--- src/rtl/spi_master_ctrl_if.sv ---
// User-side handshake bundle for spi_master_ctrl.
//   start   : request a transfer (sampled only while the controller is idle)
//   tx_data : word sent to the slave, captured on the accepted start
//   rx_data : word received from the slave, valid from done until next start
//   busy    : transfer in progress
//   done    : one-cycle end-of-transfer pulse
// modport master = requester side, modport slave = controller side.
interface spi_master_ctrl_if #(
  parameter int unsigned WIDTH = 13
);
  logic             start;
  logic [WIDTH-1:0] tx_data;
  logic [WIDTH-1:0] rx_data;
  logic             busy;
  logic             done;

  modport master (output start, output tx_data,
                  input  rx_data, input busy, input done);
  modport slave  (input  start, input tx_data,
                  output rx_data, output busy, output done);
endinterface

--- src/rtl/spi_master_ctrl.sv ---
// SPI master driving one spi_slave: WIDTH-bit full-duplex frame, MSB first.
// Sequence per frame: load pulse (slave captures its din), WIDTH sclk
// periods, load pulse (slave presents the received word on dout).
// Ports:
//   i_clk, i_rst_n : system clock, asynchronous active-low reset
//   bus            : start/tx_data/rx_data/busy/done handshake (slave modport)
//   o_spi_sclk     : serial clock to slave, idles low
//   o_spi_mosi     : serial data to slave, holds last bit when idle
//   o_spi_load     : load strobe to slave
//   i_spi_miso     : serial data from slave
// All outputs come straight from flops since the slave treats sclk and load
// as clocks.
module spi_master_ctrl #(
  parameter int unsigned WIDTH   = 13,
  parameter int unsigned CLK_DIV = 2
) (
  input  logic               i_clk,
  input  logic               i_rst_n,
  spi_master_ctrl_if.slave   bus,
  output logic               o_spi_sclk,
  output logic               o_spi_mosi,
  output logic               o_spi_load,
  input  logic               i_spi_miso
);

  localparam int unsigned BIT_W = $clog2(WIDTH + 1);
  localparam int unsigned DIV_W = $clog2(CLK_DIV + 1);

  localparam logic [DIV_W-1:0] DIV_LAST = DIV_W'(CLK_DIV - 1);
  localparam logic [DIV_W-1:0] DIV_FULL = DIV_W'(CLK_DIV);
  localparam logic [BIT_W-1:0] BIT_LAST = BIT_W'(WIDTH - 1);

  typedef enum logic [2:0] {
    S_IDLE,
    S_PRELOAD,
    S_SHIFT,
    S_POSTLOAD,
    S_DONE
  } state_t;

  state_t             r_state, w_state;
  logic [DIV_W-1:0]   r_div,   w_div;
  logic [BIT_W-1:0]   r_bit,   w_bit;
  logic [WIDTH-1:0]   r_tx,    w_tx;
  logic [WIDTH-1:0]   r_rx,    w_rx;
  logic [WIDTH-1:0]   r_rx_data, w_rx_data;
  logic               r_busy,  w_busy;
  logic               r_done,  w_done;
  logic               r_sclk,  w_sclk;
  logic               r_mosi,  w_mosi;
  logic               r_load,  w_load;

  // State and datapath registers
  always_ff @(posedge i_clk or negedge i_rst_n) begin
    if (!i_rst_n) begin
      r_state   <= S_IDLE;
      r_div     <= '0;
      r_bit     <= '0;
      r_tx      <= '0;
      r_rx      <= '0;
      r_rx_data <= '0;
      r_busy    <= 1'b0;
      r_done    <= 1'b0;
      r_sclk    <= 1'b0;
      r_mosi    <= 1'b0;
      r_load    <= 1'b0;
    end else begin
      r_state   <= w_state;
      r_div     <= w_div;
      r_bit     <= w_bit;
      r_tx      <= w_tx;
      r_rx      <= w_rx;
      r_rx_data <= w_rx_data;
      r_busy    <= w_busy;
      r_done    <= w_done;
      r_sclk    <= w_sclk;
      r_mosi    <= w_mosi;
      r_load    <= w_load;
    end
  end

  // Next-state and next-output logic
  always_comb begin
    w_state   = r_state;
    w_div     = r_div;
    w_bit     = r_bit;
    w_tx      = r_tx;
    w_rx      = r_rx;
    w_rx_data = r_rx_data;
    w_busy    = r_busy;
    w_done    = 1'b0;
    w_sclk    = r_sclk;
    w_mosi    = r_mosi;
    w_load    = r_load;

    case (r_state)
      S_IDLE: begin
        if (bus.start) begin
          w_tx    = bus.tx_data;
          w_rx    = '0;
          w_busy  = 1'b1;
          w_div   = '0;
          w_state = S_PRELOAD;
        end
      end

      // First cycle here raises load; load then stays up for CLK_DIV cycles.
      S_PRELOAD: begin
        if (r_div == DIV_FULL) begin
          w_load  = 1'b0;
          w_div   = '0;
          w_bit   = '0;
          w_mosi  = r_tx[WIDTH-1];
          w_state = S_SHIFT;
        end else begin
          w_load = 1'b1;
          w_div  = r_div + DIV_W'(1);
        end
      end

      // Each half-period lasts CLK_DIV cycles; act at the end of each half.
      S_SHIFT: begin
        if (r_div != DIV_LAST) begin
          w_div = r_div + DIV_W'(1);
        end else begin
          w_div = '0;
          if (!r_sclk) begin
            w_sclk = 1'b1;
            w_rx   = {r_rx[WIDTH-2:0], i_spi_miso};
          end else begin
            w_sclk = 1'b0;
            w_tx   = {r_tx[WIDTH-2:0], 1'b0};
            if (r_bit == BIT_LAST) begin
              // mosi keeps the final bit; load rises as sclk falls
              w_load  = 1'b1;
              w_state = S_POSTLOAD;
            end else begin
              w_bit  = r_bit + BIT_W'(1);
              w_mosi = r_tx[WIDTH-2];
            end
          end
        end
      end

      S_POSTLOAD: begin
        if (r_div == DIV_LAST) begin
          w_load    = 1'b0;
          w_div     = '0;
          w_rx_data = r_rx;
          w_done    = 1'b1;
          w_busy    = 1'b0;
          w_state   = S_DONE;
        end else begin
          w_div = r_div + DIV_W'(1);
        end
      end

      S_DONE: begin
        w_state = S_IDLE;
      end

      default: begin
        w_state = S_IDLE;
      end
    endcase
  end

  assign bus.rx_data = r_rx_data;
  assign bus.busy    = r_busy;
  assign bus.done    = r_done;
  assign o_spi_sclk  = r_sclk;
  assign o_spi_mosi  = r_mosi;
  assign o_spi_load  = r_load;

endmodule

--- src/flat_wrapper.sv ---
// flat-port wrapper written by rule: the top's interface ports become plain ports
module spi_master_ctrl_flat 
#(
  parameter int unsigned WIDTH   = 13,
  parameter int unsigned CLK_DIV = 2
)
  (i_clk, i_rst_n, o_spi_sclk, o_spi_mosi, o_spi_load, i_spi_miso, bus_start, bus_tx_data, bus_rx_data, bus_busy, bus_done);
  spi_master_ctrl_if #(.WIDTH(WIDTH)) bus_i ();
  input  logic i_clk;
  input  logic i_rst_n;
  output logic o_spi_sclk;
  output logic o_spi_mosi;
  output logic o_spi_load;
  input  logic i_spi_miso;
  input wire logic [$bits(bus_i.start)-1:0] bus_start;
  input wire logic [$bits(bus_i.tx_data)-1:0] bus_tx_data;
  output wire logic [$bits(bus_i.rx_data)-1:0] bus_rx_data;
  output wire logic [$bits(bus_i.busy)-1:0] bus_busy;
  output wire logic [$bits(bus_i.done)-1:0] bus_done;
  assign bus_i.start = bus_start;
  assign bus_i.tx_data = bus_tx_data;
  assign bus_rx_data = bus_i.rx_data;
  assign bus_busy = bus_i.busy;
  assign bus_done = bus_i.done;
  spi_master_ctrl #(.WIDTH(WIDTH), .CLK_DIV(CLK_DIV)) u_core (.i_clk(i_clk), .i_rst_n(i_rst_n), .bus(bus_i), .o_spi_sclk(o_spi_sclk), .o_spi_mosi(o_spi_mosi), .o_spi_load(o_spi_load), .i_spi_miso(i_spi_miso));
endmodule
--- config.mk ---
export PLATFORM = sky130hd
export DESIGN_NAME = spi_master_ctrl_flat
export DESIGN_NICKNAME = d
export VERILOG_FILES = /design/src/rtl/spi_master_ctrl_if.sv /design/src/rtl/spi_master_ctrl.sv /design/src/flat_wrapper.sv
export SDC_FILE = /design/constraint.sdc
export NUM_CORES = 1
export LEC_CHECK = 0
export CORE_ASPECT_RATIO = 0.75
export CORE_MARGIN = 2
export CORE_UTILIZATION = 48
export DETAILED_ROUTE_END_ITERATION = 8
export PLACE_DENSITY = 0.74
export SKIP_CTS_REPAIR_TIMING = 1
export SLEW_MARGIN = 20
export SYNTH_ARGS = -nofsm -noshare
export SYNTH_HDL_FRONTEND = slang
export SYNTH_SLANG_ARGS = --single-unit
export TNS_END_PERCENT = 50
--- constraint.sdc ---
create_clock -name i_clk -period 1.4 [get_ports i_clk]
set_input_delay 0.14 -clock i_clk [delete_from_list [all_inputs] [get_ports i_clk]]
set_output_delay 0.14 -clock i_clk [all_outputs]
set_load 0.02 [all_outputs]
---- Word-level counts from Yosys, hierarchy flattened ----
Cells that the tools add are included.
cells by class
  add/sub/neg operators ................... 2
  eq/ne operators ......................... 15
  mux-type cells .......................... 41
  bitwise operators ....................... 1
  reductions and logical operators ........ 15
operator list
  operator                                               count
  2-to-1 mux 13 bit                                      6
  case mux 13 bit (2 select lines)                       2
  2-to-1 mux 3 bit                                       6
  2-to-1 mux 4 bit                                       4
  2-to-1 mux 1 bit                                       13
  case mux 3 bit (4 select lines)                        1
  inequality test 2 x 1 -> 1 bit, second input constant  5
  AND reduction 5 bit                                    2
  2-to-1 mux 2 bit                                       4
  inequality test 2 bit, second input constant           4
  case mux 2 bit (4 select lines)                        1
  case mux 4 bit (2 select lines)                        1
  AND reduction 4 bit                                    2
  == test 3 x 2 -> 1 bit, second input constant          2
  AND reduction 2 bit                                    3
  AND reduction 6 bit                                    1
  nonzero test 2 bit                                     3
  adder 4 x 1 -> 4 bit, second input constant            1
  == test 4 bit, second input constant                   1
  case mux 1 bit (2 select lines)                        2
  nonzero test 4 bit                                     1
  == test 3 x 1 -> 1 bit, second input constant          1
  zero test 3 bit                                        1
  case mux 1 bit (3 select lines)                        1
  other kinds (6)                                        6
storage, ports and cells
  flip-flop bits (word level) ............. 53
  input bits .............................. 17
  output and inout port bits .............. 18
  logic and storage cells ................. 85

---- Logic depth before layout (Yosys ltp) ----
Gate-level depths: netlist of the first run.
  word-level depth ........................ 5
  gate-level depth with buffers ........... 6
  mapped depth without buffers ............ 6

---- Least setup slack after synthesis of the first run ----
OpenSTA, ideal clock, no wires.
  path kind ............................... reg2reg
  from .................................... register u_core.r_state[1]
  to ...................................... register u_core.r_rx[12]
  library setup time ...................... 0.121 ns
  arrival time ............................ 1.371 ns
  slack ................................... -0.092 ns
  cell stages (with the launch flop) ...... 7
  period minus slack after synthesis ...... 1.492 ns
  path through ............................ dfrtp_1 buf_4 nor2b_4 o21ai_2 o21bai_2 buf_4 a22o_1
on the way
  word-level cells in the longest chain between the ends .. 3
ends and longest elaborated chain
  item                                                                          line                   text
  start, declared                                                               spi_master_ctrl.sv:41  state_t r_state, w_state;
  start signal, assigned                                                        spi_master_ctrl.sv:68  r_state <= w_state;
  == test 3 x 2 -> 1 bit / zero test 3 bit (equally long branches)              spi_master_ctrl.sv:96  case (r_state)
  inequality test 2 bit (no line) / nonzero test 2 bit (equally long branches)  -
  AND reduction 4 bit (no line)                                                 -
  end signal, assigned                                                          spi_master_ctrl.sv:72  r_rx <= w_rx;
  end, declared                                                                 spi_master_ctrl.sv:45  logic [WIDTH-1:0] r_rx, w_rx;
Several ways; a longest one is shown, not always the timed one.
A chain may end at the register's enable or synchronous reset.

---- Final worst setup path of the first run ----
  from .................................... register u_core.r_bit[1]
  to ...................................... register u_core.r_load (netlist: u_core.o_spi_load)
on the way
  word-level cells in the longest chain between the ends .. 3
ends and longest elaborated chain
  item                                      line                    text
  start, declared                           spi_master_ctrl.sv:43   logic [BIT_W-1:0] r_bit, w_bit;
  start signal, assigned                    spi_master_ctrl.sv:70   r_bit <= w_bit;
  == test 4 bit                             spi_master_ctrl.sv:133  if (r_bit == BIT_LAST) begin
  inequality test 2 x 1 -> 1 bit (no line)  -
  AND reduction 5 bit (no line)             -
  end signal, assigned                      spi_master_ctrl.sv:78   r_load <= w_load;
  end, declared                             spi_master_ctrl.sv:51   logic r_load, w_load;
Every way passes these cells.

==> results of run 1 <==
[cell usage after synthesis, drive strengths merged (2+ instances only)]
cell type	count	share of area, %
dfrtp	53	54
o21ai	20	4.4
nand2	19	2.9
a22o	15	5.4
mux2	13	6.0
mux2i	12	4.9
buf	11	3.1
a21oi	9	1.8
inv	8	1.2
nor2	6	1.0
nand2b	5	1.3
nand3	4	0.82
o22ai	3	1.0
and2b	2	0.72
and3	2	0.51
ha	2	1.0
nand4bb	2	1.6
nor3	2	0.87
o31ai	2	0.61
o32a	2	0.82
[cell usage in the layout (no fill, tap or decap), types with 9 or more instances in the layout]
master            n
dfrtp_1          50
buf_4            30
dlymetal6s2s_1   18
a22o_1           15
clkdlybuf4s50_1  15
nand2_1          12
o21ai_1          11
mux2i_1          10
mux2_1            9
a21oi_1           9
[cell type report]
cell class	instances	area (um2)
flip-flops and latches	53	1330
clock inverters	1	8.76
repair buffers	80	850
clock buffers	6	72.6
inverters	8	30.0
well taps	60	75.1
multi-input cells	131	1130
fillers	337	1400
[worst max-delay path: cells and delay by family, from the launching register on]
kind / cells / cell delay (ps)
compound gates: 2 / 400
flops: 1 / 390
simple gates: 1 / 220
buf+inv: 2 / 200
fa+ha+maj: 1 / 180
[report_power, final]
part	leakage [uW]	total, uW	switching [uW]	internal, uW
sequential	0.000678	1560	15.9	1550
combinational	0.00130	109	45.3	63.5
clock	0.0000412	825	478	347
[worst min-delay path by stage]
stage                 start                                 to  slack, ps  cells after the start
global route        i_rst_n  u_core.bus.rx_data[7]$_DFFE_PN0P_        310                      2
detailed placement  i_rst_n  u_core.bus.rx_data[7]$_DFFE_PN0P_         70                      1
global placement    i_rst_n  u_core.bus.rx_data[7]$_DFFE_PN0P_         70                      1
finish              i_rst_n         u_core.r_tx[3]$_DFFE_PN0P_        290                      2
floorplan           i_rst_n        u_core.bus.busy$_DFFE_PN0P_       -160                      0
CTS                 i_rst_n  u_core.bus.rx_data[7]$_DFFE_PN0P_       -260                      1
[metrics by stage]
stage               TNS (ps)  setup WS, ps
finish                 -2130          -102
global route           -4090          -163
CTS                    -6180          -223
detailed placement     -4760          -187
global placement       -4490          -168
floorplan              -1220         -68.5
[state kept, by name, indices dropped and copies added (netlist names)]
register,cells
u_core.bus.rx_data,13
u_core.r_rx,13
u_core.r_tx,13
u_core.r_bit,4
u_core.r_state,3
u_core.r_div,2
u_core.bus.busy,1
u_core.bus.done,1
u_core.o_spi_load,1
u_core.o_spi_mosi,1
u_core.o_spi_sclk,1
[cell families (layout without fill, tap and decap cells)]
group | count (synthesis) | in the layout
AND/OR/NAND/NOR | 47 | 47
AO/OA/AOI/OAI | 57 | 57
flip-flops | 53 | 53
multiplexers | 25 | 25
buffers and inverters | 20 | 95
adder cells (fa/ha/maj) | 2 | 2
[per-layer routing]
layer	part of all wire (%)	vias up	wire length, um
met5	0	-	0
met4	0.86	0	47
met3	4.2	7	229
met2	45	48	2460
met1	50	905	2710
li1	-	880	-
==> results by group, run 1 <==
Run status
  – Status: complete, but fails checks
  – Failing checks: setup timing

Timing
  – Fin Hold WS: 287 ps
  – Fin. Hold Viols: 0
  – Final worst path period share: 107%
  – Layout Skew: 4.98 ps
  – Min setup slack post-route: -102 ps
  – Tightest Pin Transition: 383 ps
  – RSZ-0062 raised after global routing: yes
  – Period minus WS final: 1500 ps
  – Final setup violation count: 44
  – Max Fclk: 0.666 GHz
  – Worst relative slew slack: 74.5%
  – Slew Limit Fails: 0

Synth
  – Ys Warns: 0
  – Sequential area share after synthesis: 54.2%
  – Synth Flop Type: dfrtp_1
  – Adder-Cell Fraction of Synth Area: 1.02%
  – Syn_area_per_cell: 12.0 um2
  – Post-Synth Simple-Gate Area: 12.4%
  – Synth Instances: 204
  – Synth Area in XOR/XNOR: 0%
  – Netlist Area Pre-Place: 2440 um2
  – Async SR Flop Fraction: 100%
  – Largest family of logic cells by synthesized area: compound AO/OA/AOI/OAI gates
  – Flops & latches, synth: 53
  – Post-synthesis compound-gate area fraction: 17.0%
  – Post-synth EDFFs: 0
  – Post-synth cell types: 42
  – Mux contribution to synthesized area: 10.9%
  – Syn nets: 223

Floorplanning
  – Top-Level Pins: 35
  – Core Area: 4900 um2
  – Die extent in y: 65.8 um
  – Die area: 5690 um2
  – Row Count: 22
  – Die W: 86.4 um
  – Starting Density: 49.9%

Final layout
  – Share of layout cells above drive strength 1: 32.6%
  – Non-Filler Instances: 339
  – Antenna cells: 0
  – Core Util, Final: 71.4%
  – Area Overhead vs Synth: 43.0%
  – Nets@finish: 298
  – Final instance area: 3500 um2

Critical path
  – R2r endpoint: u_core.o_spi_load$_DFFE_PN0P_
  – Critical path startpoint category: register
  – R2r worst-path depth: 6
  – Reg-to-reg startpoint: u_core.r_bit[1]$_DFFE_PN0P_
  – Arr. time, crit path: 1690 ps
  – Slowest CP cell: dfrtp_1
  – Critical Path RT: 1590 ps
  – Crit path to: u_core.o_spi_load$_DFFE_PN0P_
  – Critical path launch point: u_core.r_bit[1]$_DFFE_PN0P_
  – Crit-path max FO: 2
  – Flop2flop setup slack: -100 ps
  – Worst setup EP type: register
  – WS Path Type: reg -> reg
  – Slowest cell delay on critical path: 390 ps
  – Crit-path cells: inv_1 -> ha_1 -> and3_4 -> a221oi_4 -> buf_4 -> o32a_1

Placed design
  – Dpl cells: 318
  – RePlAce Congestion: 0.878
  – DP Area: 3050 um2
  – HPWL after DPL: 3400 um
  – IO buf count: 34

Global route
  – Grt ovf: 0
  – Met1 usage: 28.3%
  – Largest net degree at the start of global routing: 27
  – Vias in the first global route: 1697
  – GRT Resource Usage Total: 18.4%
  – GRT busiest layer: met1
  – Routing usage on met2: 25.8%
  – Initial antenna violation count: 0
  – Global Route met3 Usage: 4.49%
  – First-pass GRT wire length: 8160 um

Clock tree
  – Root Driver: clkbuf_8
  – Clk slew on worst S/H paths: 90 ps
  – Clock Tree Buf Depth: 2
  – H-Tree Depth: 2
  – Clk sink count: 53
  – Inserted Clock Buffers: 5
  – CTS tree: done
  – Worst-Skew Late Latency: 300 ps

Pwr
  – Total power: 2500 uW
  – Leakage: 0.00202 uW
  – Worst vdd rail ir drop: 0.000792 V
  – PD cells: 714 nW/um2

Route
  – DR vias/cell: 5.43
  – Routed via count: 1840
  – Detailed Routing Iterations Pass 1: 4
  – Post-route ant nets: 0
  – Wire per inst: 16.1 um
  – Remaining routing DRC violations: 0
  – Initial DRC count: 96
  – Total Wirelength: 5450 um

Flow run
  – Number of max-cap violations: 0

Min path
  – Worst hold-check path type: in -> async
No activity file was read; power rests on OpenSTA's default activity.
==> inputs of run 2 (changes only) <==
Settings changed: CELL_PAD_IN_SITES_DETAIL_PLACEMENT set to 0, CELL_PAD_IN_SITES_GLOBAL_PLACEMENT set to 1, CORE_UTILIZATION 48 to 39, GPL_TIMING_DRIVEN set to 0, PLACE_DENSITY 0.74 to not set, PLACE_DENSITY_LB_ADDON set to 0.1.
==> run 2 against run 1 <==
Against the previous run:
- utilization down 12 points
- largest cell class unchanged
- global-route usage is 2.8 points lower
- count of clock-buffer cells in the layout fell by 1
- worst setup slack worse by 13 ps
- sequential power about the same
- the run still ends with setup timing left
- critical path type unchanged
==> results by group, run 2 (synthesis results as in run 1) <==
Timing
  – Worst relative slew slack: 54.3% (was 74.5%)
  – Fin Hold WS: 372 ps (was 287 ps)
  – Min setup slack post-route: -115 ps (was -102 ps)
  – Final worst path period share: 108% (was 107%)
  – Period minus WS final: 1520 ps (was 1500 ps)
  – Layout Skew: 4.73 ps (was 4.98 ps)
  – Fin. Hold Viols: 0 (unchanged)
  – Slew Limit Fails: 0 (unchanged)
  – Max Fclk: 0.660 GHz (was 0.666 GHz)
  – RSZ-0062 raised after global routing: yes (unchanged)
  – Tightest Pin Transition: 685 ps (was 383 ps)
  – Final setup violation count: 33 (was 44)
  – Setup tns final: -2190 ps (was -2130 ps)

Route
  – Wire per inst: 15.2 um (was 16.1 um)
  – Routed via count: 1815 (was 1840)
  – Post-route ant nets: 0 (unchanged)
  – Initial DRC count: 75 (was 96)
  – Detailed Routing Iterations Pass 1: 4 (unchanged)
  – Remaining routing DRC violations: 0 (unchanged)
  – Total Wirelength: 5410 um (was 5450 um)
  – DR vias/cell: 5.10 (was 5.43)

Critical path
  – Worst setup EP type: register (unchanged)
  – Critical path startpoint category: register (unchanged)
  – Slowest CP cell: dfrtp_2 (was dfrtp_1)
  – Slowest cell delay on critical path: 450 ps (was 390 ps)
  – R2r worst-path depth: 4 (was 6)
  – Reg-to-reg startpoint: u_core.r_div[1]$_DFFE_PN0P_ (was u_core.r_bit[1]$_DFFE_PN0P_)
  – Critical Path RT: 1600 ps (was 1590 ps)
  – Crit-path cells: and2b_4 -> nand4b_4 -> buf_8 -> mux2_1 (was inv_1 -> ha_1 -> and3_4 -> a221oi_4 -> buf_4 -> o32a_1)
  – Flop2flop setup slack: -120 ps (was -100 ps)
  – WS Path Type: reg -> reg (unchanged)
  – Crit-path max FO: 10 (was 2)
  – R2r endpoint: u_core.bus.rx_data[8]$_DFFE_PN0P_ (was u_core.o_spi_load$_DFFE_PN0P_)
  – Arr. time, crit path: 1710 ps (was 1690 ps)

Pwr
  – Sw power: 593 uW (was 539 uW)
  – Leakage: 0.00200 uW (was 0.00202 uW)
  – Comb pwr share: 3.5% (was 4.4%)
  – Sw frac: 20.3% (was 21.6%)
  – Worst vdd rail ir drop: 0.000376 V (was 0.000792 V)
  – Internal: 2320 uW (was 1960 uW)
  – PD cells: 829 nW/um2 (was 714 nW/um2)
  – Reg power frac: 53.6% (was 62.6%)
  – Clock Power Share: 42.9% (was 33.0%)

Placed design
  – RePlAce Congestion: 0.767 (was 0.878)
  – DP Area: 2880 um2 (was 3050 um2)
  – HPWL after DPL: 3180 um (was 3400 um)
  – IO buf count: 34 (unchanged)

Min path
  – Hold Startpoint: bus_tx_data[0]
  – Worst hold-check path type: in -> reg (was in -> async)
  – Hold Path Sink: u_core.r_tx[0]$_DFFE_PN0P_
  – WHS Path Cells: 3

Global route
  – Initial antenna violation count: 0 (unchanged)
  – Largest net degree at the start of global routing: 54 (was 27)
  – GRT Resource Usage Total: 15.6% (was 18.4%)
  – First-pass GRT wire length: 8260 um (was 8160 um)
  – Vias in the first global route: 1634 (was 1697)
  – Grt ovf: 0 (unchanged)

Final layout
  – Nets@finish: 296 (was 298)
  – Commonest non-fill, non-tap cells in the layout: dfrtp_1 (49), buf_4 (29), dlymetal6s2s_1 (18) (was dfrtp_1 (50), buf_4 (30), dlymetal6s2s_1 (18))
  – Commonest non-fill, non-tap cell in the layout: dfrtp_1 (unchanged)
  – Share of layout cells above drive strength 1: 35.3% (was 32.6%)
  – Antenna cells: 0 (unchanged)
  – Area Overhead vs Synth: 44.0% (was 43.0%)
  – Final instance area: 3520 um2 (was 3500 um2)
  – Filler Cell Count: 507 (was 337)

Floorplanning
  – Core Area: 5950 um2 (was 4900 um2)
  – Die area: 6920 um2 (was 5690 um2)
  – Die extent in y: 72.6 um (was 65.8 um)
  – Top-Level Pins: 35 (unchanged)
  – Starting Density: 41.1% (was 49.9%)
  – Die W: 95.4 um (was 86.4 um)
  – Row Count: 24 (was 22)

Clock tree
  – H-Tree Depth: 2 (unchanged)
  – Clk sink count: 53 (unchanged)
  – CTS tree: done (unchanged)
  – Root Driver: clkbuf_8 (unchanged)
  – Worst-Skew Late Latency: 310 ps (was 300 ps)
  – Clock Tree Buf Depth: 2 (unchanged)
  – Inserted Clock Buffers: 5 (unchanged)
  – Clk slew on worst S/H paths: 100 ps (was 90 ps)

Flow run
  – Number of max-cap violations: 0 (unchanged)

Run status
  – Failing checks: setup timing (unchanged)
  – Status: complete, but fails checks (unchanged)
run 2: cell count changes in the layout (fill, tap and decap cells not counted), moves of 3 or more:
| cell | change |
|---|---|
| buf_12 | -5 |
| buf_6 | +5 |
| nand2_1 | -4 |
| nand2_2 | +4 |
| o21ai_2 | -3 |
run 2: power groups by stage:
stage          sequential [uW]  clock, uW  combinational [uW]
3_5_place_dp              1590          0                 102
2_1_floorplan             1590          0                18.1
5_1_grt                   1570       1340                 114
6_report                  1560       1250                 102
4_1_cts                   1560       1280                 103
3_3_place_gp              1590          0                 103
run 2: cell type report:
type	count	area [um2]	share of cell area, %
plain buffers	11	124	3.52
clock buffers	5	68.8	1.96
clock inverters	3	68.8	1.96
inverters	8	30.0	0.853
multi-input cells	131	1150	32.7
flip-flops and latches	53	1330	37.8
well taps	78	97.6	2.77
repair buffers	67	649	18.5
run 2: worst max-delay path by stage:
| stage | slack, ps | cells after the start | startpoint | endpoint |
|---|---|---|---|---|
| after detailed placement | -290 | 6 | bus_start | u_core.r_rx[7]$_DFFE_PN0P_ |
| final | -120 | 4 | u_core.r_div[1]$_DFFE_PN0P_ | u_core.bus.rx_data[8]$_DFFE_PN0P_ |
| after global routing | -180 | 4 | u_core.r_div[1]$_DFFE_PN0P_ | u_core.bus.rx_data[2]$_DFFE_PN0P_ |
| after global placement | -1530 | 1 | i_rst_n | u_core.bus.rx_data[2]$_DFFE_PN0P_ |
| after floorplan | -70 | 6 | u_core.r_state[1]$_DFFE_PN0P_ | u_core.r_rx[12]$_DFFE_PN0P_ |
| after CTS | -240 | 6 | u_core.r_bit[0]$_DFFE_PN0P_ | u_core.o_spi_load$_DFFE_PN0P_ |
run 2: layer usage:
metal / track usage, % / part of all wire [%] / vias up
met5: 0 / 0 / -
met4: 4.29 / 0.89 / 0
met3: 3.82 / 4.5 / 5
met2: 21.2 / 43 / 32
met1: 24.5 / 52 / 902
li1: - / - / 876
run 2: metrics by stage:
| stage | utilization [%] | total power [uW] | std cells | worst slack (ps) |
|---|---|---|---|---|
| after floorplan | - | 1610 | 204 | -68.5 |
| after global placement | 48.5 | 1700 | 316 | -1530 |
| after detailed placement | 48.5 | 1690 | 316 | -287 |
| after CTS | 50.8 | 2950 | 324 | -243 |
| after global routing | 59.2 | 3020 | 356 | -179 |
| final | 59.2 | 2920 | 356 | -115 |
run 2: worst max-delay path: cells and delay by family, from the launching register on:
kind,cells,cell delay (ps)
flops,1,450
simple gates,2,460
buf+inv,1,190
mux,1,300
